--- config.mk ---
export PLATFORM = sky130hd
export DESIGN_NAME = arm_fetch
export DESIGN_NICKNAME = d
export VERILOG_FILES = /design/src/rtl/arm_fetch.sv
export SDC_FILE = /design/constraint.sdc
export NUM_CORES = 1
export LEC_CHECK = 0
export CAP_MARGIN = 40
export CORE_ASPECT_RATIO = 0.8
export CORE_MARGIN = 3
export CORE_UTILIZATION = 43
export CTS_CLUSTER_DIAMETER = 120
export DETAILED_ROUTE_END_ITERATION = 6
export HOLD_SLACK_MARGIN = 0.05
export PLACE_DENSITY = 0.69
export SETUP_SLACK_MARGIN = 0.3
export SLEW_MARGIN = 20
export SYNTH_ARGS = -nofsm -noshare
export SYNTH_HDL_FRONTEND = slang
export SYNTH_SLANG_ARGS = --single-unit
--- constraint.sdc ---
create_clock -name clk -period 2.65 [get_ports clk]
set_input_delay 0.3975 -clock clk [delete_from_list [all_inputs] [get_ports clk]]
set_output_delay 0.3975 -clock clk [all_outputs]
set_load 0.01 [all_outputs]
--- src/rtl/arm_fetch.sv ---
// -----------------------------------------------------------------------------
// arm_fetch
//   Instruction fetch stage feeding arm_decode. Holds the fetch PC, issues
//   word requests to instruction memory over a req/ack handshake, buffers the
//   returned words in a 2-entry prefetch queue and presents them to decode with
//   their PC under a valid/ready handshake. A taken branch flushes the queue,
//   redirects the PC and, if a request is still in flight, waits for (and
//   drops) its ack before fetching from the target.
//
// Ports:
//   clk           in   clock, rising edge
//   rst_n         in   asynchronous active-low reset
//   imem_req      out  fetch request (stable until imem_ack)
//   imem_addr     out  word-aligned fetch address
//   imem_ack      in   imem_rdata valid, completes the current request
//   imem_rdata    in   fetched instruction word
//   branch_valid  in   single-cycle redirect pulse from execute
//   branch_target in   redirect address (bits [1:0] ignored)
//   inst_valid    out  inst/inst_pc hold a valid instruction
//   inst          out  instruction word to decode
//   inst_pc       out  address of inst
//   inst_ready    in   decode accepts inst this cycle
// -----------------------------------------------------------------------------
module arm_fetch #(
  parameter logic [31:0] RESET_PC = 32'h0000_0000
) (
  input  logic        clk,
  input  logic        rst_n,
  output logic        imem_req,
  output logic [31:0] imem_addr,
  input  logic        imem_ack,
  input  logic [31:0] imem_rdata,
  input  logic        branch_valid,
  input  logic [31:0] branch_target,
  output logic        inst_valid,
  output logic [31:0] inst,
  output logic [31:0] inst_pc,
  input  logic        inst_ready
);

  typedef enum logic [1:0] {
    IDLE    = 2'd0,
    RUN     = 2'd1,
    DISCARD = 2'd2
  } state_t;

  state_t      state_r;
  state_t      state_nxt_s;
  logic [31:0] fetch_pc_r;
  logic [31:0] disc_addr_r;
  logic [31:0] q_word_r [0:1];
  logic [31:0] q_pc_r   [0:1];
  logic        rd_ptr_r;
  logic        wr_ptr_r;
  logic [1:0]  count_r;

  logic        push_s;
  logic        pop_s;
  logic        in_flight_s;

  // Memory-side request: RUN fetches while the queue has room; DISCARD keeps
  // the aborted request alive so the handshake completes cleanly.
  always_comb begin
    imem_req  = 1'b0;
    imem_addr = fetch_pc_r;
    case (state_r)
      RUN: begin
        imem_req  = (count_r != 2'd2);
        imem_addr = fetch_pc_r;
      end
      DISCARD: begin
        imem_req  = 1'b1;
        imem_addr = disc_addr_r;
      end
      default: begin
        imem_req  = 1'b0;
        imem_addr = fetch_pc_r;
      end
    endcase
  end

  // Decode-side view of the queue head plus the push/pop qualifiers.
  // A branch cancels any same-cycle push or pop.
  always_comb begin
    inst_valid  = (count_r != 2'd0);
    inst        = q_word_r[rd_ptr_r];
    inst_pc     = q_pc_r[rd_ptr_r];
    push_s      = (state_r == RUN) && imem_req && imem_ack && !branch_valid;
    pop_s       = inst_valid && inst_ready && !branch_valid;
    in_flight_s = imem_req && !imem_ack;
  end

  // Next-state logic; a branch overrides everything else.
  always_comb begin
    state_nxt_s = state_r;
    if (branch_valid) begin
      if (in_flight_s) begin
        state_nxt_s = DISCARD;
      end else begin
        state_nxt_s = RUN;
      end
    end else begin
      case (state_r)
        IDLE:    state_nxt_s = RUN;
        RUN:     state_nxt_s = RUN;
        DISCARD: begin
          if (imem_ack) begin
            state_nxt_s = RUN;
          end else begin
            state_nxt_s = DISCARD;
          end
        end
        default: state_nxt_s = IDLE;
      endcase
    end
  end

  // State register.
  always_ff @(posedge clk or negedge rst_n) begin
    if (!rst_n) begin
      state_r <= IDLE;
    end else begin
      state_r <= state_nxt_s;
    end
  end

  // Fetch PC, aborted-address latch and prefetch queue.
  always_ff @(posedge clk or negedge rst_n) begin
    if (!rst_n) begin
      fetch_pc_r  <= RESET_PC;
      disc_addr_r <= RESET_PC;
      q_word_r[0] <= 32'd0;
      q_word_r[1] <= 32'd0;
      q_pc_r[0]   <= 32'd0;
      q_pc_r[1]   <= 32'd0;
      rd_ptr_r    <= 1'b0;
      wr_ptr_r    <= 1'b0;
      count_r     <= 2'd0;
    end else if (branch_valid) begin
      fetch_pc_r <= branch_target & ~32'd3;
      rd_ptr_r   <= 1'b0;
      wr_ptr_r   <= 1'b0;
      count_r    <= 2'd0;
      // In DISCARD imem_addr already equals disc_addr_r, so this is a hold.
      if (in_flight_s) begin
        disc_addr_r <= imem_addr;
      end else begin
        disc_addr_r <= disc_addr_r;
      end
    end else begin
      if (push_s) begin
        q_word_r[wr_ptr_r] <= imem_rdata;
        q_pc_r[wr_ptr_r]   <= fetch_pc_r;
        wr_ptr_r           <= ~wr_ptr_r;
        fetch_pc_r         <= fetch_pc_r + 32'd4;
      end else begin
        fetch_pc_r <= fetch_pc_r;
      end
      if (pop_s) begin
        rd_ptr_r <= ~rd_ptr_r;
      end else begin
        rd_ptr_r <= rd_ptr_r;
      end
      case ({push_s, pop_s})
        2'b10:   count_r <= count_r + 2'd1;
        2'b01:   count_r <= count_r - 2'd1;
        default: count_r <= count_r;
      endcase
    end
  end

endmodule

==> impl_metrics.yaml, run 1 <==
clock_tree:
  cts_made_buffers: 17
  clk_latency_ns: 0.44
  cts_tree: "done"
  clk_path_buf_depth: 2
  clkTransAtPathRegs_ns: 0.07
  cts_sinks: 192
  htreeDepth: 4
  cts-root-buf: "clkbuf_16"
logic_synthesis:
  synth-edff-count: 0
  ys_ff_latch: 192
  ys.flop_type: "dfrtp_1"
  ys.warnings.count: 0
  synthCells: 708
  netlist_area_um2: 9138
  async_reset_ff_frac: 1.000
  ys_seq_area_frac: 0.5258
  syn_area_per_cell_um2: 12.91
  yosysUniqueCellTypes: 45
final_layout:
  area_growth_pct: 31.73
  final_cells: 1160
  layout_common_cells: "243 x mux2_2, 191 x dfrtp_1, 102 x clkdlybuf4s50_1"
  diodes: 0
  final_nets: 952
  drive_gt1_frac: 0.3670
  final_common_cell: "mux2_2"
critical_path:
  rr_startpoint: "state_r[1]"
  crit_path_top_delay_cell: "dfrtp_1"
  end_kind: "output pin"
  crit_type: "reg2out"
  slowest_delay_ns: 0.40
  critical_path.top_delay_family: "buffers and inverters"
  path_cells: "inv_2 -> ha_4 -> buf_12 -> mux2_2 -> dlygate4sd2_1"
  critical_path.reg2reg.endpoint: "q_pc_r[17]"
  timing.critical_path.buf_inv: 3
  startpoint_type: "flip-flop"
  crit_required_ns: 2.25
  worstPathMaxFanout: 11
  crit_cells: 5
  rrSetupSlack_ns: 0.38
  worstPathArrival_ns: 1.96
  ff2ff_path_depth: 7
routing:
  first_iter_violations: 324
  detail-route-antenna-nets: 0
  routedWlPerCell_um: 18.96
  routed_wl_mm: 21.99
  drc: 0
  first_pass_iters: 4
  vias: 6258
  via_per_inst: 5.395
floorplanning:
  row_count: 47
  die_area_um2: 23050
  start_util: 0.4402
  die_h_um: 136.4
  coreArea_um2: 20760
  io_pins: 167
  die_x_um: 169.0
power:
  seqPwrFrac: 0.419
  p_per_area_nw_per_um2: 922.3
  internal-power_uw: 7894
  combPwrFrac: 0.352
  swShare: 0.2889
  p_switching_uw: 3207
  p_leak_uw: 0.005169
  ir_drop_mv: 0.5146
  clkPwrFrac: 0.228
sta:
  final_max_slew_viol_count: 0
  period_share: 0.8883
  final_hold_viol_count: 0
  fmax_mhz: 424.8
  rsz0062_at_grt: "yes"
  period_minus_slack_ns: 2.354
  setup_viol: 0
  worstMarginPinSlew_ns: 0.5570
  maxSlewHeadroom: 0.6252
  fin_skew_ns: 0.01496
  fin_setup_tns_ns: 0
global_routing:
  globalRouteOverflowTotal: 0
  grt_pass1_vias: 6302
  grt_pass1_wl_mm: 34.10
  antenna_found_initial: 0
  track_usage: 0.1874
  grt_max_degree: 70
placed_design:
  place.gp.congestion: 0.7755
  dpl.hpwl_mm: 14.29
  dp.cells: 1115
  io_buffers: 162
run:
  drv_cap: 0
hold_path:
  min_path_type: "in2async"
run_status:
  status: "complete, no violations"
[registers in the layout (all words and copies together) (netlist names)]
signal / count
q_word_r: 64
q_pc_r: 60
disc_addr_r: 32
fetch_pc_r: 30
count_r: 2
state_r: 2
rd_ptr_r: 1
wr_ptr_r: 1
[what timing repair did]
action,CTS,global route
endpoints found under the hold margin,60,0
resized for setup,49,51
hold buffers,1,0
buffers inserted,2,7
cloned,0,3
endpoints found under the setup margin,144,212
pin swaps,1,1
[cell usage after synthesis, types with 2 or more instances]
master | count | area share
and3_1 | 6 | 0.0041
o21ai_0 | 20 | 0.011
ha_1 | 5 | 0.0068
nor2_1 | 25 | 0.010
xor2_1 | 3 | 0.0029
a21oi_1 | 2 | 0.0011
xnor2_1 | 6 | 0.0058
clkbuf_1 | 28 | 0.012
or3_1 | 3 | 0.0021
buf_4 | 8 | 0.0066
o31ai_1 | 16 | 0.013
inv_1 | 8 | 0.0033
buf_2 | 7 | 0.0038
and4_1 | 5 | 0.0048
nor2b_1 | 4 | 0.0027
nand4_1 | 10 | 0.0068
or4_1 | 21 | 0.017
nand2_1 | 28 | 0.012
mux2_2 | 243 | 0.30
a31oi_1 | 20 | 0.014
a21boi_0 | 5 | 0.0041
o211ai_1 | 3 | 0.0025
dfrtp_1 | 192 | 0.53
and2_1 | 5 | 0.0034
buf_1 | 6 | 0.0025
nand3_1 | 10 | 0.0055
[metal layers]
layer | global-route usage | part of all wire
met4 | 0.04011 | 0.0095
met3 | 0.04913 | 0.057
met1 | 0.2664 | 0.47
met2 | 0.2915 | 0.46
met5 | 0 | 0
[area by class of cell]
class / count / area (µm²)
fillers: 1725 / 8722
flip-flops and latches: 192 / 4806
multi-input cells: 458 / 4108
repair buffers: 200 / 2178
clock buffers: 20 / 446.7
well taps: 269 / 336.6
clock inverters: 12 / 127.6
inverters: 9 / 33.78
[power groups by stage]
| stage | clock, µW | sequential (µW) | combinational, µW |
|---|---|---|---|
| global route | 2720 | 4810 | 4230 |
| detailed placement | 0 | 4710 | 3980 |
| global placement | 0 | 4650 | 3930 |
| finish | 2530 | 4660 | 3910 |
| floorplan | 0 | 4500 | 2300 |
| CTS | 2590 | 4660 | 3990 |
[how the worst max path moves through the flow]
| stage | startpoint | end | slack [ns] |
|---|---|---|---|
| 2_1_floorplan | state_r[0] | q_word_r[0] | 0.36 |
| 3_3_place_gp | imem_ack | q_pc_r[44] | 0.25 |
| 3_5_place_dp | imem_ack | q_pc_r[43] | 0.21 |
| 4_1_cts | rd_ptr_r | inst_pc[29] | 0.26 |
| 5_1_grt | state_r[0] | imem_addr[24] | 0.23 |
| 6_report | state_r[0] | imem_addr[30] | 0.30 |
[kinds of logic after synthesis]
group,count (synthesis),synth area share
other cells,1,0.0004104
buf+inv,59,0.02930
mux,244,0.3006
xor+xnor,9,0.008627
flops,192,0.5258
simple gates,128,0.07915
fa+ha+maj,5,0.006847
compound gates,70,0.04930
[through the flow]
stage               worst slack (ns)  cell area, µm²    util  hold WS, ns  power (µW)
global placement              0.2453           11170  0.5381       0.4221        8576
floorplan                     0.3640            9143       -       0.1019        6800
detailed placement            0.2136           11170  0.5381       0.4186        8685
global route                  0.2292           12040  0.5798       0.5158       11770
CTS                           0.2598           11800  0.5683       0.5052       11240
finish                        0.2959           12040  0.5798       0.4985       11100
Note: power is estimated with default switching activity, not from simulation.
==> run 2, diff against run 1 <==
--- a/config.mk
+++ b/config.mk
@@ -12,7 +12,7 @@
 export CTS_CLUSTER_DIAMETER = 120
 export DETAILED_ROUTE_END_ITERATION = 6
 export HOLD_SLACK_MARGIN = 0.05
-export PLACE_DENSITY = 0.69
+export PLACE_DENSITY = 0.71
 export SETUP_SLACK_MARGIN = 0.3
 export SLEW_MARGIN = 20
 export SYNTH_ARGS = -nofsm -noshare
==> constraint.sdc (replaced) <==
create_clock -name clk -period 2 [get_ports clk]
set_input_delay 0.3 -clock clk [delete_from_list [all_inputs] [get_ports clk]]
set_output_delay 0.3 -clock clk [all_outputs]
set_load 0.01 [all_outputs]
==> run 2 against run 1 <==
Compared with the run above:
- the run now ends with negative setup slack left
- first-iteration DRC count rose by 41%
- highest routed layer unchanged
- largest cell class is now multi-input combinational cells
- combinational power rose by 90%
- design area rose by 20%
- setup slack got worse by 0.59 ns
- sequential cell count did not move
- via count rose by 12%
- sequential share of layout area fell by 6.5 points
==> impl_metrics.yaml, run 2 (synthesis results as in run 1) <==
power:
  p_leak_uw: 0.006318
  p_per_area_nw_per_um2: 1187
  ir_drop_mv: 0.7870
  power_uw: 17090
sta:
  period_minus_slack_ns: 2.294
  fmax_mhz: 435.9
  fin_skew_ns: 0.01065
  setup_ws_ns: -0.2941
  setup_viol: 252
  final_hold_viol_count: 0
  rsz0062_at_grt: "yes"
  final_max_slew_viol_count: 0
  holdWs_ns: 0.4097
  period_share: 1.147
  fin_setup_tns_ns: -43.41
placed_design:
  io_buffers: 162
  place_area_um2: 11560
  dpl.hpwl_mm: 14.95
  place.gp.congestion: 0.8107
clock_tree:
  htreeDepth: 4
  cts_tree: "done"
  clk_path_buf_depth: 2
  cts-root-buf: "clkbuf_16"
  cts_sinks: 192
  cts_made_buffers: 17
  clkTransAtPathRegs_ns: 0.07
  clk_latency_ns: 0.43
critical_path:
  critical_path.reg2reg.endpoint: "q_pc_r[60]"
  startpoint_type: "flip-flop"
  rrSetupSlack_ns: -0.29
  worstPathMaxFanout: 8
  ff2ff_path_depth: 10
  cp_common_cell: "buf_6"
  worstPathArrival_ns: 2.61
  path_cells: "buf_6 -> inv_4 -> ha_4 -> and3_4 -> buf_4 -> nand2_4 -> nor3_4 -> buf_6 -> clkbuf_16 -> mux2_2"
  crit_required_ns: 2.32
  rr_startpoint: "state_r[1]"
  slowest_delay_ns: 0.41
  end_kind: "flip-flop"
  crit_path_top_delay_cell: "dfrtp_1"
  crit_type: "reg2reg"
final_layout:
  area_growth_pct: 57.55
  drive_gt1_frac: 0.5612
  regMostFlops: "q_word_r"
  final_cell_area_um2: 14400
  diodes: 0
  final_nets: 1057
  final_common_cell: "dfrtp_1"
  fin_util: 0.6935
  largestRegisters: "q_word_r (64), q_pc_r (60), disc_addr_r (32)"
  layout_common_cells: "191 x dfrtp_1, 167 x mux2_4, 132 x buf_6"
  fillers: 1410
  largest_reg_flops: 64
routing:
  first_pass_iters: 5
  routed_wl_mm: 28.12
  routedWlPerCell_um: 22.23
  drc: 0
  via_per_inst: 5.557
  first_iter_violations: 458
  vias: 7030
  detail-route-antenna-nets: 0
floorplanning:
  die_area_um2: 23050
  row_count: 47
  start_util: 0.4402
  coreArea_um2: 20760
  die_h_um: 136.4
  die_x_um: 169.0
  io_pins: 167
global_routing:
  track_usage: 0.2128
  grt_pass1_vias: 6849
  antenna_found_initial: 0
  globalRouteOverflowTotal: 0
  grt_pass1_wl_mm: 38.18
  grt_max_degree: 56
hold_path:
  min_path_type: "in2async"
run:
  drv_cap: 0
run_status:
  status: "finished with violations"
  violations: "negative setup slack"
==> run 2: cell type report <==
cell class / instances / area, µm² / area share
multi-input combinational: 458 / 4936 / 0.3429
sequential: 192 / 4806 / 0.3338
timing repair buffer: 305 / 3697 / 0.2568
clock buffer: 18 / 429.2 / 0.02981
tap: 269 / 336.6 / 0.02338
clock inverter: 14 / 155.1 / 0.01078
inverter: 9 / 36.28 / 0.002520
==> run 2: how the worst max path moves through the flow <==
stage	start	end	slack, ns
after floorplan	state_r[0]	q_word_r[0]	-0.11
after global placement	imem_ack	q_word_r[8]	-0.13
after detailed placement	imem_ack	q_word_r[0]	-0.14
after CTS	state_r[1]	fetch_pc_r[21]	-0.18
after global routing	state_r[1]	fetch_pc_r[21]	-0.37
final	state_r[1]	q_pc_r[60]	-0.29
==> run 2: critical path: cells and delay by family (launching register included) <==
kind | cells | cell delay, ns
flops | 1 | 0.41
buf+inv | 5 | 0.66
fa+ha+maj | 1 | 0.27
simple gates | 3 | 0.48
mux | 1 | 0.34
==> run 2: metrics by stage <==
stage / cells / setup slack (ns)
2_1_floorplan: 709 / -0.1143
3_3_place_gp: 1155 / -0.1255
3_5_place_dp: 1155 / -0.1360
4_1_cts: 1222 / -0.1775
5_1_grt: 1265 / -0.3729
6_report: 1265 / -0.2941
==> run 2: repair_timing <==
action                                  CTS  global route
buffers inserted                         23            28
endpoints found under the setup margin  283           285
gates resized for setup                 546           243
pin swaps                                 3            24
hold buffers                              1             0
gates cloned                             11            15
endpoints found under the hold margin    51             0
==> run 2: where the power goes <==
part / leakage, µW / total, µW / internal [µW] / switching [µW]
registers: 0.00234 / 6220 / 5390 / 833
clock network: 0.000276 / 3460 / 1870 / 1590
logic: 0.00371 / 7410 / 4870 / 2540
==> run 2: layer usage <==
layer,global-route usage,wire length [µm]
met5,0,0
met4,0.04822,486
met3,0.04738,1705
met2,0.3327,13020
met1,0.3055,12910
